## src/rtl/bus_transfer_ctrl_pkg.sv

```systemverilog
// Purpose : shared definitions for the bus transfer sequencer and the future
//           microcode sequencer: state encoding, default widths and a helper
//           telling whether a state has a source driving the data bus.
// Ports   : none (package).
package bus_transfer_ctrl_pkg;

    localparam int unsigned BTC_DATA_WIDTH  = 16;
    localparam int unsigned BTC_NUM_REGS    = 8;
    localparam int unsigned BTC_SEL_WIDTH   = 3;
    localparam int unsigned BTC_STATE_WIDTH = 3;

    typedef enum logic [BTC_STATE_WIDTH-1:0] {
        ST_IDLE    = 3'd0,
        ST_DRIVE   = 3'd1,
        ST_LOAD    = 3'd2,
        ST_RELEASE = 3'd3,
        ST_ERR     = 3'd4
    } xfer_state_t;

    // The source driver is on from DRIVE through RELEASE (settle, load, hold).
    function automatic logic drives_bus(input xfer_state_t s);
        return (s == ST_DRIVE) || (s == ST_LOAD) || (s == ST_RELEASE);
    endfunction

endpackage

```

## src/rtl/bus_transfer_ctrl_sel_decoder.sv

```systemverilog
// Purpose : one-hot decoder with enable; all outputs zero when disabled.
// Ports   : i_en        - decode enable
//           i_sel       - binary select
//           o_onehot_c  - combinational one-hot result (NUM_OUT bits)
module sel_decoder
    import bus_transfer_ctrl_pkg::*;
#(
    parameter int unsigned NUM_OUT   = BTC_NUM_REGS,
    parameter int unsigned SEL_WIDTH = BTC_SEL_WIDTH
) (
    input  logic                 i_en,
    input  logic [SEL_WIDTH-1:0] i_sel,
    output logic [NUM_OUT-1:0]   o_onehot_c
);

    // Selects at or beyond NUM_OUT decode to all zeros.
    always_comb begin
        o_onehot_c = '0;
        for (int unsigned i = 0; i < NUM_OUT; i++) begin
            if (i_en && (i_sel == SEL_WIDTH'(i))) begin
                o_onehot_c[i] = 1'b1;
            end
        end
    end

endmodule

```

## src/rtl/bus_transfer_ctrl.sv

```systemverilog
// Purpose : sequences one word move between bank registers (or from an
//           immediate) over the shared tristate bus: DRIVE -> LOAD -> RELEASE,
//           with a driver-free IDLE cycle between transfers.
// Ports   : clock, reset                - clock, synchronous active-high reset
//           req_valid/req_ready         - request handshake (ready only in IDLE)
//           req_src/req_dst/req_imm_en/req_imm - request payload, latched on accept
//           reg_oe                      - per-register output enable (one-hot or 0)
//           reg_notLoad                 - per-register load strobe, active low
//           bus_out/bus_oe              - immediate value and its bus enable
//           done/err                    - completion / rejection pulses
module bus_transfer_ctrl
    import bus_transfer_ctrl_pkg::*;
#(
    parameter int unsigned DATA_WIDTH = BTC_DATA_WIDTH,
    parameter int unsigned NUM_REGS   = BTC_NUM_REGS,
    parameter int unsigned SEL_WIDTH  = BTC_SEL_WIDTH
) (
    input  logic                  clock,
    input  logic                  reset,
    input  logic                  req_valid,
    output logic                  req_ready,
    input  logic [SEL_WIDTH-1:0]  req_src,
    input  logic [SEL_WIDTH-1:0]  req_dst,
    input  logic                  req_imm_en,
    input  logic [DATA_WIDTH-1:0] req_imm,
    output logic [NUM_REGS-1:0]   reg_oe,
    output logic [NUM_REGS-1:0]   reg_notLoad,
    output logic [DATA_WIDTH-1:0] bus_out,
    output logic                  bus_oe,
    output logic                  done,
    output logic                  err
);

    xfer_state_t           r_state;
    xfer_state_t           w_state_nxt;
    logic [SEL_WIDTH-1:0]  r_src, r_dst, w_src_nxt, w_dst_nxt;
    logic                  r_imm_en, w_imm_en_nxt;
    logic [DATA_WIDTH-1:0] r_imm, w_imm_nxt;
    logic                  r_req_ready;
    logic [NUM_REGS-1:0]   r_reg_oe, r_reg_notload;
    logic                  r_bus_oe, r_done, r_err;
    logic                  w_accept, w_sel_ok;
    logic                  w_oe_en, w_ld_en;
    logic [NUM_REGS-1:0]   w_oe_dec, w_ld_dec;

    assign w_accept = (r_state == ST_IDLE) && r_req_ready && req_valid;
    assign w_sel_ok = (32'(req_dst) < NUM_REGS) &&
                      (req_imm_en || (32'(req_src) < NUM_REGS));

    // State register.
    always_ff @(posedge clock) begin
        if (reset) begin
            r_state <= ST_IDLE;
        end else begin
            r_state <= w_state_nxt;
        end
    end

    // Next state and next latched request.
    always_comb begin
        w_state_nxt  = r_state;
        w_src_nxt    = r_src;
        w_dst_nxt    = r_dst;
        w_imm_en_nxt = r_imm_en;
        w_imm_nxt    = r_imm;
        case (r_state)
            ST_IDLE: begin
                if (w_accept) begin
                    w_src_nxt    = req_src;
                    w_dst_nxt    = req_dst;
                    w_imm_en_nxt = req_imm_en;
                    w_imm_nxt    = req_imm;
                    w_state_nxt  = w_sel_ok ? ST_DRIVE : ST_ERR;
                end
            end
            ST_DRIVE:   w_state_nxt = ST_LOAD;
            ST_LOAD:    w_state_nxt = ST_RELEASE;
            ST_RELEASE: w_state_nxt = ST_IDLE;
            ST_ERR:     w_state_nxt = ST_IDLE;
            default:    w_state_nxt = ST_IDLE;
        endcase
    end

    // Strobes are decoded from the next state so the output registers line up
    // with the state they describe.
    assign w_oe_en = drives_bus(w_state_nxt) && !w_imm_en_nxt;
    assign w_ld_en = (w_state_nxt == ST_LOAD);

    sel_decoder #(
        .NUM_OUT   (NUM_REGS),
        .SEL_WIDTH (SEL_WIDTH)
    ) u_oe_dec (
        .i_en       (w_oe_en),
        .i_sel      (w_src_nxt),
        .o_onehot_c (w_oe_dec)
    );

    sel_decoder #(
        .NUM_OUT   (NUM_REGS),
        .SEL_WIDTH (SEL_WIDTH)
    ) u_ld_dec (
        .i_en       (w_ld_en),
        .i_sel      (w_dst_nxt),
        .o_onehot_c (w_ld_dec)
    );

    // Latched request and registered outputs.
    always_ff @(posedge clock) begin
        if (reset) begin
            r_src         <= '0;
            r_dst         <= '0;
            r_imm_en      <= 1'b0;
            r_imm         <= '0;
            r_req_ready   <= 1'b0;
            r_reg_oe      <= '0;
            r_reg_notload <= '1;
            r_bus_oe      <= 1'b0;
            r_done        <= 1'b0;
            r_err         <= 1'b0;
        end else begin
            r_src         <= w_src_nxt;
            r_dst         <= w_dst_nxt;
            r_imm_en      <= w_imm_en_nxt;
            r_imm         <= w_imm_nxt;
            r_req_ready   <= (w_state_nxt == ST_IDLE);
            r_reg_oe      <= w_oe_dec;
            r_reg_notload <= ~w_ld_dec;
            r_bus_oe      <= drives_bus(w_state_nxt) && w_imm_en_nxt;
            r_done        <= (w_state_nxt == ST_RELEASE);
            r_err         <= (w_state_nxt == ST_ERR);
        end
    end

    assign req_ready   = r_req_ready;
    assign reg_oe      = r_reg_oe;
    assign reg_notLoad = r_reg_notload;
    assign bus_out     = r_imm;
    assign bus_oe      = r_bus_oe;
    assign done        = r_done;
    assign err         = r_err;

endmodule

```

## config.mk

```make
export PLATFORM = sky130hd
export DESIGN_NAME = bus_transfer_ctrl
export DESIGN_NICKNAME = d
export VERILOG_FILES = /design/src/rtl/bus_transfer_ctrl_pkg.sv /design/src/rtl/bus_transfer_ctrl_sel_decoder.sv /design/src/rtl/bus_transfer_ctrl.sv
export SDC_FILE = /design/constraint.sdc
export NUM_CORES = 1
export LEC_CHECK = 0
export BUFFER_PORTS_ARGS = -buffer_cell sky130_fd_sc_hd__buf_2
export CAP_MARGIN = 0
export CORE_MARGIN = 3
export CORE_UTILIZATION = 44
export CTS_CLUSTER_SIZE = 20
export DETAILED_ROUTE_END_ITERATION = 10
export PLACE_DENSITY = 0.71
export SYNTH_ARGS = -nofsm -noshare
export SYNTH_HDL_FRONTEND = slang
export SYNTH_HIERARCHICAL = 1
export SYNTH_SLANG_ARGS = --single-unit
```

## constraint.sdc

```tcl
create_clock -name clock -period 1.6 [get_ports clock]
set_clock_uncertainty 0.15 [all_clocks]
set_input_delay 0.16 -clock clock [delete_from_list [all_inputs] [get_ports clock]]
set_output_delay 0.16 -clock clock [all_outputs]
set_load 0.005 [all_outputs]
```

==> impl_metrics.toml <==
[floorplanning]
pin_count = 62
die-height_microns = 70.4
rows = 22
die_w_microns = 70.4
start_util = 0.476
coreArea_sq_um = 3830
die_area_sq_um = 4950

[worst_setup_path]
worst_r2r_path_depth = 6
worst_path_largest_cell_delay_ns = 0.33
cp_max_fo = 8
path_cells = "nand4bb_4 -> buf_6 -> o21ai_4 -> nand2_4 -> and4b_2 -> nor2b_2"
path_class = "reg -> reg"
critPathLaunchType = "register"
slowest_stage = "dfxtp_2"
crit_required_ns = 1.64
worstPathArrival_ns = 1.72
end_kind = "register"

[placed_design]
port_buffers = 61
hpwl_microns = 2800
dp_slack_ns = -0.159
place_congestion = 0.744

[worst_hold_path]
hold_depth = 3
hp-class = "in -> reg"

[detailed_routing]
drt_wl_total_microns = 4280
route.detailed.drc = 0
wl_per_cell_microns = 12.8
firstDrtPassIters = 4
ant_nets = 0
via_per_inst = 5.06
dr_total_vias = 1690
drt-initial-drc-count = 65

[final_layout]
final_cell_mix = "61 x buf_2, 42 x dfxtp_1, 28 x buf_4"
drive_gt1_frac = 0.500
area_delta_synth_final_pct = 50.7
nets = 313
antennaDiodeCount = 0
final_common_cell = "buf_2"
n_fill_cell = 294
regArea_sq_um = 926
multi_input_area_sq_um = 933

[pwr]
internal_power_mw = 1.65
power_frac_comb = 0.125
p_clk_frac = 0.320
p_leak_nw = 1.16
p_switching_mw = 0.488
switching_share = 0.228
p_per_area_nw_per_um2 = 780
seqPwrFrac = 0.554
ir_drop_v = 0.000580

[logic_synthesis]
syn_area_sq_um = 1820
synth-warning-count = 6
synthArstFlopShare = 0
synthCells = 184
synthTopCellsByArea = "dfxtp_1 51%, a21oi_1 6.6%, o21ai_0 6.3%"
yosysUniqueCellTypes = 29
ys_seq_elements = 46
avgSynthCellArea_sq_um = 9.91
yosysTopAreaCellShare = 0.505
synth_top_flop_cell = "dfxtp_1"
yosys.area.top_type = "dfxtp_1"
yosysSeqAreaShare = 0.505
synth-edff-count = 0

[cts]
clock_latency_ns = 0.29
cts_buffers = 5
clkTransAtPathRegs_ns = 0.08
cts_max_level = 2
cts_sinks = 46
cts_max_path_buffers = 2
cts-root-buf = "clkbuf_8"
cts_tree = "built"

[global_route]
grt.overflow.total = 0
grt_antenna_before_repair = 0
grt_pass1_vias = 1575
grt_max_degree = 45
grt_pass1_wl_microns = 7180
grt_use_total = 0.178

[sta]
drv_slew = 0
period_share = 1.05
rsz0062_at_grt = "yes"
fin_ws_ns = -0.0818
post-route-min-period_ns = 1.68
fmax_mhz = 595
hold_viol = 0
fin_setup_tns_ns = -0.757
setup_viol = 17

[run_status]
status = "finished, violations left"
violations = "negative setup slack"

[flow_run]
cap_violations = 0
==> cell usage after synthesis (4+ instances only) <==
cell type	number
clkbuf_1	6
nand2_1	7
nand3_2	4
dfxtp_1	46
nand3_1	19
a21oi_1	24
nand2b_1	8
o21ai_0	23
and4b_2	6
nor2b_1	9
and4bb_2	6
buf_2	4
==> power by group through the flow <==
stage | sequential, mW | combinational [mW] | clock (mW)
finish | 1.19 | 0.268 | 0.686
CTS | 1.19 | 0.260 | 0.706
detailed placement | 1.21 | 0.204 | 0
floorplan | 1.21 | 0.109 | 0
global placement | 1.21 | 0.204 | 0
global route | 1.19 | 0.295 | 0.741
==> worst max-delay path: cells and delay by family (launching register included) <==
family | cells | cell delay, ns
flip-flops | 1 | 0.33
AO/OA/AOI/OAI | 1 | 0.16
AND/OR/NAND/NOR | 4 | 0.75
buffers and inverters | 1 | 0.18
==> final cells by class <==
cell class                      instances  area share
Sequential cell                        46       0.337
Multi-Input combinational cell        123       0.340
Timing Repair Buffer                  110       0.270
Inverter                                1     0.00137
Clock buffer                            6      0.0301
Tap cell                               48      0.0219
==> cell families after synthesis <==
| kind of cell | Yosys count | share of synthesized area |
|---|---|---|
| buffers and inverters | 16 | 0.0542 |
| DFF | 46 | 0.505 |
| other | 1 | 0.00206 |
| xor gates and xnor gates | 1 | 0.00481 |
| AOI/OAI and AO/OA | 50 | 0.142 |
| and+or+nand+nor | 70 | 0.292 |
==> stage by stage <==
step,instances,utilization,hold slack [ns],power [mW],instance area [sq um]
2_1_floorplan,185,-,0.158,1.32,1850
3_3_place_gp,305,0.607,0.263,1.41,2320
3_5_place_dp,305,0.607,0.268,1.42,2320
4_1_cts,331,0.708,0.0126,2.15,2710
5_1_grt,334,0.718,0.0436,2.23,2750
6_report,334,0.718,0.0297,2.14,2750
==> metal layers <==
metal	global-route usage	part of all wire	up-vias
li1	-	-	856
met1	0.219	0.45	778
met2	0.290	0.48	50
met3	0.0604	0.063	6
met4	0.0596	0.012	0
met5	0	0	-
==> final timing paths <==
kind	start	slack, ns	endpoint
setup reg to reg	r_state[0]	-0.08	reg_oe[6]
hold / removal	req_dst[2]	0.03	r_dst[2]
hold reg to reg	bus_out[12]	0.33	bus_out[12]
setup / recovery	r_state[0]	-0.08	reg_oe[6]
==> sequential cells by signal, summed over array words and instances (netlist names) <==
| name | cells |
|---|---|
| bus_out | 16 |
| reg_notLoad | 8 |
| reg_oe | 8 |
| r_dst | 3 |
| r_src | 3 |
| r_state | 3 |
| bus_oe | 1 |
| done | 1 |
| err | 1 |
| r_imm_en | 1 |
| req_ready | 1 |
==> what timing repair did <==
action	4_1_cts	5_1_grt
gates resized for setup	29	3
endpoints found under the hold margin	16	0
pin swaps	11	5
endpoints found under the setup margin	16	19
gates cloned	0	0
buffers inserted	4	3
hold buffers	16	0
Note: power is estimated with default switching activity, not from simulation.
